===== src/rtl/i3c_phy_mux_ctrl.sv =====
// -----------------------------------------------------------------------------
// i3c_phy_mux_ctrl
//
// Ownership controller for the 4-to-1 I3C PHY mux. It collects level requests
// from up to four controllers and watches the shared SCL/SDA lines. Ownership
// moves only after the bus has been idle (SCL=SDA=1) for a programmable number
// of cycles, so a controller never gains or loses the PHY mid-transaction.
//
// Ports:
//   clk_i            core clock
//   rst_i            synchronous reset, active-high
//   req_i            per-controller ownership request (level)
//   phy_scl_i        SCL at the PHY, already synchronized to clk_i
//   phy_sda_i        SDA at the PHY, already synchronized to clk_i
//   bus_free_thld_i  consecutive idle cycles required before a handover
//   select_o         mux select: index of the current/next owner
//   grant_o          one-hot ownership grant, all-zero when unowned
//   bus_free_o       bus-free condition met this cycle (combinational)
//   switching_o      high during the one-cycle mux-settling guard
// -----------------------------------------------------------------------------
module i3c_phy_mux_ctrl #(
    parameter int unsigned NumCtrl  = 4,
    parameter int unsigned IdleCntW = 16
) (
    input  logic                clk_i,
    input  logic                rst_i,
    input  logic [NumCtrl-1:0]  req_i,
    input  logic                phy_scl_i,
    input  logic                phy_sda_i,
    input  logic [IdleCntW-1:0] bus_free_thld_i,
    output logic [1:0]          select_o,
    output logic [NumCtrl-1:0]  grant_o,
    output logic                bus_free_o,
    output logic                switching_o
);

    typedef enum logic [1:0] {
        StWaitFree = 2'b00,
        StSwitch   = 2'b01,
        StGranted  = 2'b10
    } state_e;

    localparam logic [IdleCntW-1:0] CntMax = {IdleCntW{1'b1}};

    state_e               r_state;
    logic [1:0]           r_sel;
    logic [NumCtrl-1:0]   r_grant;
    logic                 r_switching;
    logic [IdleCntW-1:0]  r_idle_cnt;

    logic                 w_lines_high;
    logic                 w_bus_free;
    logic                 w_win_valid;
    logic [1:0]           w_win_idx;
    logic [1:0]           w_cand;
    logic [NumCtrl-1:0]   w_sel_onehot;

    assign w_lines_high = phy_scl_i & phy_sda_i;
    assign w_bus_free   = w_lines_high & (r_idle_cnt >= bus_free_thld_i);
    assign w_sel_onehot = NumCtrl'(1) << r_sel;

    // Idle counter runs in every state and saturates rather than wrapping, so a
    // long-idle bus stays free even with the maximum threshold.
    always_ff @(posedge clk_i) begin
        if (rst_i) begin
            r_idle_cnt <= '0;
        end else if (!w_lines_high) begin
            r_idle_cnt <= '0;
        end else if (r_idle_cnt != CntMax) begin
            r_idle_cnt <= r_idle_cnt + IdleCntW'(1);
        end
    end

    // Round-robin scan select+1, +2, +3, +0. Walking the offsets from farthest
    // to nearest lets the nearest requester overwrite the others, so the
    // current owner is only ever the last candidate.
    always_comb begin
        w_win_valid = 1'b0;
        w_win_idx   = r_sel;
        w_cand      = r_sel;
        for (int i = NumCtrl; i >= 1; i--) begin
            w_cand = r_sel + 2'(i);
            if (req_i[w_cand]) begin
                w_win_valid = 1'b1;
                w_win_idx   = w_cand;
            end
        end
    end

    always_ff @(posedge clk_i) begin
        if (rst_i) begin
            r_state     <= StWaitFree;
            r_sel       <= 2'd0;
            r_grant     <= '0;
            r_switching <= 1'b0;
        end else begin
            case (r_state)
                StWaitFree: begin
                    r_grant     <= '0;
                    r_switching <= 1'b0;
                    if (w_bus_free && w_win_valid) begin
                        r_state     <= StSwitch;
                        r_sel       <= w_win_idx;
                        r_switching <= 1'b1;
                    end
                end
                // Guard cycle: the mux select has moved but nobody is granted yet.
                StSwitch: begin
                    r_state     <= StGranted;
                    r_switching <= 1'b0;
                    r_grant     <= w_sel_onehot;
                end
                // No preemption: only the owner's own release ends the grant.
                StGranted: begin
                    r_switching <= 1'b0;
                    if (!req_i[r_sel]) begin
                        r_state <= StWaitFree;
                        r_grant <= '0;
                    end
                end
                default: begin
                    r_state     <= StWaitFree;
                    r_grant     <= '0;
                    r_switching <= 1'b0;
                end
            endcase
        end
    end

    assign select_o    = r_sel;
    assign grant_o     = r_grant;
    assign bus_free_o  = w_bus_free;
    assign switching_o = r_switching;

endmodule


===== config.mk =====
export PLATFORM = sky130hd
export DESIGN_NAME = i3c_phy_mux_ctrl
export DESIGN_NICKNAME = d
export VERILOG_FILES = /design/src/rtl/i3c_phy_mux_ctrl.sv
export SDC_FILE = /design/constraint.sdc
export NUM_CORES = 1
export LEC_CHECK = 0
export BUFFER_PORTS_ARGS = -buffer_cell sky130_fd_sc_hd__buf_2
export CORE_MARGIN = 1
export CORE_UTILIZATION = 40
export CTS_BUF_LIST = sky130_fd_sc_hd__clkbuf_16
export CTS_CLUSTER_SIZE = 16
export DETAILED_ROUTE_END_ITERATION = 8
export GPL_TIMING_DRIVEN = 1
export REMOVE_ABC_BUFFERS = 1
export SYNTH_ARGS = -nofsm -noshare
export SYNTH_HDL_FRONTEND = slang
export SYNTH_SLANG_ARGS = --single-unit

===== constraint.sdc =====
create_clock -name clk_i -period 4.1 [get_ports clk_i]
set_clock_uncertainty 0.1 [all_clocks]
set_input_delay 0.82 -clock clk_i [delete_from_list [all_inputs] [get_ports clk_i]]
set_output_delay 0.82 -clock clk_i [all_outputs]
set_load 0.1 [all_outputs]

==> results_dict.tcl <==
set metrics [dict create \
    async_flop_share_pct 0 \
    crit_type "input pin to output pin" \
    tns_ps 0 \
    cp_common_cell "buf_2" \
    worst_r2r_startpoint "r_idle_cnt[0]" \
    post_cts_resized 0 \
    routed_via_density 5.22 \
    io-pin-count 32 \
    synth-compound-area-share_pct 14.3 \
    wl_per_cell_um 12.1 \
    finalSetupViolations 0 \
    cts_hold_buf 0 \
    postCtsSetupBuffers 0 \
    worstHoldStart "grant_o[3]" \
    rsz0062_at_grt "false" \
    vias 1471 \
    synthCells 200 \
    syn_area_per_cell_um2 8.40 \
    fin_hold_ws_ps 415 \
    gp_congestion 0.868 \
    fin_util_pct 48.7 \
    ir_worst_vdd_v 0.000155 \
    cts.htree.levels 1 \
    cp-end-kind "output pin" \
    antenna-diode-count 0 \
    cp_cell_sequence "buf_2 > ha_1 > nand2b_1 > a2111oi_0 > nor4_1 > nor4_2 > nor2_1 > buf_2" \
    muxShareOfSynthArea_pct 5.14 \
    max_freq_mhz 261 \
    grt_start_max_net_pins 19 \
    synthXorXnorAreaFrac_pct 5.74 \
    power_uw 504 \
    cts-root-buf "clkbuf_16" \
    cp_slowest_cell "nor4_2" \
    dp_worst_setup_slack_ps 328 \
    synth_seq_cells 25 \
    worst_slew_pin_slew_ps 710 \
    cp.arrival_ps 2910 \
    crit_required_ps 3180 \
    die_width_um 66.8 \
    seq_area_frac_synth_pct 29.8 \
    hold_viol_final 0 \
    grtUsageTotal_pct 17.4 \
    cpPeakStageDelay_ps 570 \
    min_period_ps 3830 \
    core_mm2 0.00403 \
    clkTransAtPathRegs_ps 60 \
    portBuffers 31 \
    outcome "completed" \
    clock_latency_ps 260 \
    synth-main-ff-cell "dfxtp_1" \
    worst_setup_path_start_kind "input pin" \
    cts_tree "built" \
    setup_slack_ps 266 \
    hold_path_class "register to register" \
    drv_cap 0 \
    drive_gt1_share_pct 18.1 \
    synth_top_family_by_area "simple AND/OR/NAND/NOR gates" \
    nets 278 \
    clockBufferDepth 2 \
    drv_slew 0 \
    synth_area_mm2 0.00168 \
    grt_pass1_vias 1332 \
    cellPowerDensity_mw_per_mm2 257 \
    cts_buffers 3 \
    yosysWarnings 0 \
    crit_path_start "bus_free_thld_i[0]" \
    timing.final.crit_share_pct 93.5 \
    cellLeakagePower_nw 0.903 \
    die_h_um 66.8 \
    yosysUniqueCellTypes 41 \
    slew_headroom_pct 52.6 \
    synth_edf_count 0 \
    crit_fanout 7 \
    drc 0 \
    die_area_mm2 0.00446 \
    first_pass_iters 4 \
    clock_sinks 25 \
    drt_iter0_markers 105 \
    grt_pass1_wl_um 5930 \
    syn2layout_area_growth_pct 16.8 \
    synth-simple-area-share_pct 24.0 \
    post-dp-hpwl_um 2570 \
    grt-ovfl-total 0 \
    start_util_pct 41.7 \
    synthAdderAreaFrac_pct 15.6 \
    num_rows 23 \
    route.final.wire_length_um 3420 \
    antenna_found_initial 0 \
    ant_nets 0 \
]
[report_power, final]
group / switching, mW / internal, mW / leakage (nW)
logic: 0.0224 / 0.0201 / 0.661
registers: 0.000701 / 0.243 / 0.201
clock network: 0.0859 / 0.131 / 0.0409
total: 0.109 / 0.395 / 0.903
[layer usage]
metal | routed length [um] | track usage (%)
met5 | 0 | 0
met4 | 21 | 4.79
met3 | 120 | 2.57
met2 | 1460 | 26.4
met1 | 1820 | 25.1
[flip-flops by register name (all words and copies together), names as in the netlist]
register and count:
r_idle_cnt 16, grant_o 4, r_state 2, select_o 2
switching_o 1
[logic make-up after synthesis]
| group | Yosys count |
|---|---|
| and+or+nand+nor | 79 |
| AOI/OAI and AO/OA | 35 |
| DFF | 25 |
| buffers and inverters | 23 |
| adders and majority gates | 21 |
| xor gates and xnor gates | 11 |
| muxes | 6 |
[area by class of cell]
type / count / area, um^2
inverter: 20 / 75.1
clock inverter: 1 / 5.00
multi-input combinational: 152 / 1090
tap: 50 / 62.6
clock buffer: 3 / 75.1
fill: 419 / 2070
sequential: 25 / 500
timing repair buffer: 31 / 155
[per-stage QoR]
step	area [um^2]	std cells
6_report	1960	282
5_1_grt	1960	282
4_1_cts	1960	282
3_5_place_dp	1880	278
3_3_place_gp	1880	278
2_1_floorplan	1660	197
[synthesized netlist by cell type (all sizes together) (2+ instances only)]
master | number | area [um^2]
dfxtp | 25 | 500
nor2 | 25 | 93.8
ha | 21 | 263
inv | 20 | 75.1
nand2 | 12 | 45.0
a21oi | 11 | 55.1
xor2 | 10 | 87.6
nand4 | 8 | 50.1
nand3 | 7 | 35.0
nor2b | 5 | 31.3
nor3 | 5 | 25.0
a32oi | 4 | 35.0
and3 | 4 | 25.0
o21ai | 4 | 20.0
and4 | 3 | 26.3
mux2i | 3 | 30.0
nor4 | 3 | 25.0
a2111oi | 2 | 17.5
a211oi | 2 | 15.0
a21o | 2 | 15.0
a31oi | 2 | 12.5
clkbuf | 2 | 7.51
mux4 | 2 | 45.0
or3 | 2 | 12.5
[worst max-delay path: cells and delay by family]
| family | cells | cell delay (ps) |
|---|---|---|
| and+or+nand+nor | 4 | 930 |
| AOI/OAI and AO/OA | 1 | 480 |
| buffers and inverters | 2 | 410 |
| adders and majority gates | 1 | 270 |
[cells in the final DEF, fill, tap and decap left out, drive strengths merged, types with 4 or more instances in the layout]
cell,instances
a21oi,11
xor2,10
a32oi,4
and3,4
nand3,7
nand4,8
nor2,25
nor3,5
inv,20
o21ai,4
ha,21
buf,31
dfxtp,25
nand2,12
nor2b,5
[path summary, 6_finish.rpt]
check                      to  cells past startpoint  slack, ps
setup / recovery   bus_free_o                      8        270
hold / removal     grant_o[3]                      2        420
setup reg to reg  select_o[0]                      8       1520
hold reg to reg    grant_o[3]                      2        420
Power figures use the tool's default switching activity.
